## src/rtl/vme_mem_master.sv

```systemverilog
// rtl/vme_mem_master.sv - single-outstanding VME memory-strobe initiator
// One read or write at a time: one-cycle strobe, wait for the matching done or a timeout.
module vme_mem_master #(
  parameter int ADDR_WIDTH = 8,
  parameter int DATA_WIDTH = 32,
  parameter int TIMEOUT    = 255
) (
  input  logic                  Clk,
  input  logic                  rst_n,
  input  logic                  req_i,
  input  logic                  we_i,
  input  logic [ADDR_WIDTH-1:0] addr_i,
  input  logic [DATA_WIDTH-1:0] wdata_i,
  output logic                  busy_o,
  output logic                  ack_o,
  output logic                  err_o,
  output logic [DATA_WIDTH-1:0] rdata_o,
  output logic [ADDR_WIDTH-1:0] VMEAddr,
  output logic [DATA_WIDTH-1:0] VMEWrData,
  output logic                  VMERdMem,
  output logic                  VMEWrMem,
  input  logic [DATA_WIDTH-1:0] VMERdData,
  input  logic                  VMERdDone,
  input  logic                  VMEWrDone
);

  localparam int CW = $clog2(TIMEOUT + 1);
  localparam logic [CW-1:0] CNT_MAX = CW'(TIMEOUT);

  typedef enum logic [1:0] {IDLE, RD_WAIT, WR_WAIT} state_t;

  state_t                state_q, state_d;
  logic [CW-1:0]         cnt_q, cnt_d;
  logic                  busy_q, busy_d;
  logic                  ack_q, ack_d;
  logic                  err_q, err_d;
  logic                  rd_stb_q, rd_stb_d;
  logic                  wr_stb_q, wr_stb_d;
  logic [DATA_WIDTH-1:0] rdata_q, rdata_d;
  logic [ADDR_WIDTH-1:0] addr_q, addr_d;
  logic [DATA_WIDTH-1:0] wdata_q, wdata_d;

  always_ff @(posedge Clk) begin
    if (!rst_n) begin
      state_q  <= IDLE;
      cnt_q    <= '0;
      busy_q   <= 1'b0;
      ack_q    <= 1'b0;
      err_q    <= 1'b0;
      rd_stb_q <= 1'b0;
      wr_stb_q <= 1'b0;
      rdata_q  <= '0;
      addr_q   <= '0;
      wdata_q  <= '0;
    end else begin
      state_q  <= state_d;
      cnt_q    <= cnt_d;
      busy_q   <= busy_d;
      ack_q    <= ack_d;
      err_q    <= err_d;
      rd_stb_q <= rd_stb_d;
      wr_stb_q <= wr_stb_d;
      rdata_q  <= rdata_d;
      addr_q   <= addr_d;
      wdata_q  <= wdata_d;
    end
  end

  always_comb begin
    state_d  = state_q;
    cnt_d    = cnt_q;
    busy_d   = busy_q;
    ack_d    = 1'b0;
    err_d    = 1'b0;
    rd_stb_d = 1'b0;
    wr_stb_d = 1'b0;
    rdata_d  = rdata_q;
    addr_d   = addr_q;
    wdata_d  = wdata_q;

    // busy stays up through the ack cycle, so a request there is refused
    if (ack_q) busy_d = 1'b0;

    case (state_q)
      IDLE: begin
        if (req_i && !busy_q) begin
          addr_d   = addr_i;
          wdata_d  = wdata_i;
          rd_stb_d = !we_i;
          wr_stb_d = we_i;
          cnt_d    = '0;
          busy_d   = 1'b1;
          state_d  = we_i ? WR_WAIT : RD_WAIT;
        end
      end
      RD_WAIT: begin
        if (VMERdDone) begin
          state_d = IDLE;
          ack_d   = 1'b1;
          rdata_d = VMERdData;
        end else if (cnt_q == CNT_MAX) begin
          state_d = IDLE;
          ack_d   = 1'b1;
          err_d   = 1'b1;
          rdata_d = '1;
        end else begin
          cnt_d = cnt_q + CW'(1);
        end
      end
      WR_WAIT: begin
        if (VMEWrDone) begin
          state_d = IDLE;
          ack_d   = 1'b1;
        end else if (cnt_q == CNT_MAX) begin
          state_d = IDLE;
          ack_d   = 1'b1;
          err_d   = 1'b1;
        end else begin
          cnt_d = cnt_q + CW'(1);
        end
      end
      default: state_d = IDLE;
    endcase
  end

  assign busy_o    = busy_q;
  assign ack_o     = ack_q;
  assign err_o     = err_q;
  assign rdata_o   = rdata_q;
  assign VMEAddr   = addr_q;
  assign VMEWrData = wdata_q;
  assign VMERdMem  = rd_stb_q;
  assign VMEWrMem  = wr_stb_q;

endmodule

```

## config.mk

```make
export PLATFORM = sky130hd
export DESIGN_NAME = vme_mem_master
export DESIGN_NICKNAME = d
export VERILOG_FILES = /design/src/rtl/vme_mem_master.sv
export SDC_FILE = /design/constraint.sdc
export NUM_CORES = 1
export LEC_CHECK = 0
export ABC_CLOCK_PERIOD_IN_PS = 4200
export BUFFER_PORTS_ARGS = -buffer_cell sky130_fd_sc_hd__buf_2
export CAP_MARGIN = 10
export CORE_MARGIN = 4
export CORE_UTILIZATION = 48
export DETAILED_ROUTE_END_ITERATION = 12
export GPL_ROUTABILITY_DRIVEN = 0
export HOLD_SLACK_MARGIN = 0.08
export PLACE_DENSITY = 0.82
export SLEW_MARGIN = 20
export SYNTH_ARGS = -nofsm -noshare
export SYNTH_HDL_FRONTEND = slang
export SYNTH_SLANG_ARGS = --single-unit
```

## constraint.sdc

```tcl
create_clock -name Clk -period 4.2 [get_ports Clk]
set_input_delay 0.42 -clock Clk [delete_from_list [all_inputs] [get_ports Clk]]
set_output_delay 0.42 -clock Clk [all_outputs]
set_load 0.02 [all_outputs]
```

==> metrics <==
RSZ-0062 raised after global routing=no; ys async rst share=0%; PortBufs=154; commonest cells in the netlist=dfxtp_1 (87), nand2_1 (87), a21boi_0 (41); worst path bufs/invs=1; mapped cell area=3380 um^2; Synthesized Nets=423; # fillers=600; Max Root-Sink Buffers=2; final setup TNS=0 ns; grt ovf=0; global-route wire length before repair=14,000 um; CP max stage delay=about 0.63 ns; Wirelength per Cell=14.3 um; Final Hold Vio Count=0; worst vdd ir=0.000259 V; crit path DAT=2.39 ns; total CTS buffers=9; hpwl dp=between 5000 and 6000 um; ys flop type=dfxtp_1; H-tree level count=3; drt drc=0; number of gates resized after cts=0; drt total wl=8310 um; initial antenna violation count=1; core area=6830 um^2; nature of the critical path endpoint=register; Starting Density=49.5%; number of DRC markers in iteration 0=between 100 and 150; family with the most delay on the worst path=compound AO/OA/AOI/OAI gates; Clock Skew=around 0.012 ns; status=finished, final reports clean; hold path cells=2; All-Layer GR Usage=about a fifth; Via Count=2,995; Reg2Reg Depth=6; syn_area_per_cell=9.94 um^2; post-route worst setup slack=2.00 ns; r2r setup slk=2.00 ns; Max Fclk=454 MHz; largest net degree at the start of global routing=48; Synth area leaders=dfxtp_1 (52%), o221a_1 (10%), nand2_1 (9.7%); # Max-Cap Violations=0; Worst Hold End=VMERdMem; Synth area leader=dfxtp_1; layout cells sized above 1=a little under two fifths; die height=between 90 and 100 um; # diodes=0; Hold Startpoint=we_i; EDFF count, synth=0; clock sink total=87; Slew headroom=47.8%; critical path peak fanout=33; crit-path cells=inv_1, ha_1, nand2_4, o2111ai_4, o21ai_0, a21oi_1; Yosys warning total=0; Yosys reg bits=87; pre-CTS worst setup slack=2.02 ns; Slowest cell on crit path=o21ai_0; Root Buffer=clkbuf_8; pwr dens=approximately 410 nW/um^2; setup bufs post-CTS=0; FF+latch area=1740 um^2; synthesis-to-layout area growth=28.5%; area occupied by multi-input gates=1490 um^2; fin crit share=52.5%; clk slew on worst S/H paths=~0.080 ns; worst skew pair latency=0.34 ns; vias in the first global route=roughly 3.0k; top-area cell type share of the netlist area=51.5%; Routed Antenna Nets=0; Final nets=565; IO Pins=roughly 160; sequential fraction of the synthesis area=51.5%; setup violators final=0; Worst EP required=4.39 ns; Final min period=2.20 ns; CTS Hold Bufs=0; Die W=91.9 um; die area=8450 um^2; leakage=1.99 nW; synthesized instance count=340; Setup CP Type=reg -> reg; measured slew at the worst slew-check pin=0.783 ns; Setup crit start kind=register; Hold Crit Class=in -> reg; reg2reg start=state_q[1]; Worst R2R End=cnt_q[5]; row count=30; Synth cell types=38; DR vias/cell=~5; fin. max-slew vios=0; router iterations before antenna repair=4; CTS tree=done
state kept, by name (all words and copies together), names as in the netlist:
register   flops
rdata_o       32
VMEWrData     32
cnt_q          8
VMEWrMem       1
VMEAddr        8
ack_o          1
state_q        2
VMERdMem       1
err_o          1
busy_o         1
stage by stage:
| stage | instances | instance area (um^2) | util [%] | power, W | hold slack [ns] |
|---|---|---|---|---|---|
| 3_5_place_dp | 567 | 4170 | 61.0 | 0.00124 | 0.453 |
| 6_report | 582 | 4340 | 63.6 | 0.00176 | 0.274 |
| 2_1_floorplan | 340 | 3380 | - | 0.00113 | 0.456 |
| 3_3_place_gp | 567 | 4170 | 61.0 | 0.00123 | 0.445 |
| 5_1_grt | 582 | 4340 | 63.6 | 0.00186 | 0.273 |
| 4_1_cts | 582 | 4340 | 63.6 | 0.00178 | 0.262 |
placed cells by master, fill, tap and decap left out, drive strengths merged, types with 3 or more instances in the layout:
cell    synthesis  routed
buf             9     157
clkbuf         17      11
or4             6       6
and4            3       3
a21oi           7       7
nand3           4       4
nand2          89      89
inv             6       6
dfxtp          87      87
a21boi         42      42
nor2b           3       3
ha              5       5
o221a          32      32
o31ai           6       6
nand2b          3       3
logic make-up (layout without fill, tap and decap cells):
| logic type | count (synthesis) | in the layout | share of synthesized area, % |
|---|---|---|---|
| adder cells (fa/ha/maj) | 5 | 5 | 1.85 |
| multiplexers | 3 | 3 | 0.925 |
| flip-flops | 87 | 87 | 51.5 |
| AND/OR/NAND/NOR | 119 | 119 | 16.8 |
| buffers and inverters | 32 | 178 | 4.48 |
| AO/OA/AOI/OAI | 94 | 94 | 24.5 |
how the worst max path moves through the flow:
stage | startpoint | to | slack, ns | cells past startpoint
finish | state_q[1] | cnt_q[5] | 2.00 | 6
global route | state_q[1] | cnt_q[5] | 1.72 | 6
CTS | state_q[1] | cnt_q[5] | 2.00 | 6
detailed placement | state_q[1] | cnt_q[3] | 2.02 | 6
global placement | state_q[1] | cnt_q[5] | 2.19 | 6
floorplan | state_q[0] | cnt_q[5] | 2.31 | 7
cell type report:
class / count / area share (%)
Tap cell: 96 / 2.76
Timing Repair Buffer: 157 / 18.3
Clock inverter: 4 / 1.09
Clock buffer: 11 / 3.02
Multi-Input combinational cell: 221 / 34.2
Sequential cell: 87 / 40.1
Inverter: 6 / 0.518
worst register-to-register path, cell delays in order (launching register included):
cell	delay [ns]
dfxtp_1	0.39
inv_1	0.10
ha_1	0.24
nand2_4	0.31
o2111ai_4	0.29
o21ai_0	0.63
a21oi_1	0.10
per-layer routing:
layer	part of all wire [%]	track usage [%]	vias to the layer above
met4	1.2	7.55	2
met3	10	7.47	12
met1	42	24.5	1365
met2	46	32.5	128
met5	0.14	0	-
li1	-	-	1488
power breakdown:
| part | switching [W] | internal, W | leakage, nW | total, W |
|---|---|---|---|---|
| logic | 0.000194 | 0.000120 | 1.19 | 0.000314 |
| registers | 0.0000281 | 0.000878 | 0.709 | 0.000906 |
| clock network | 0.000273 | 0.000270 | 0.0892 | 0.000544 |
(Power assumes the default switching activity.)
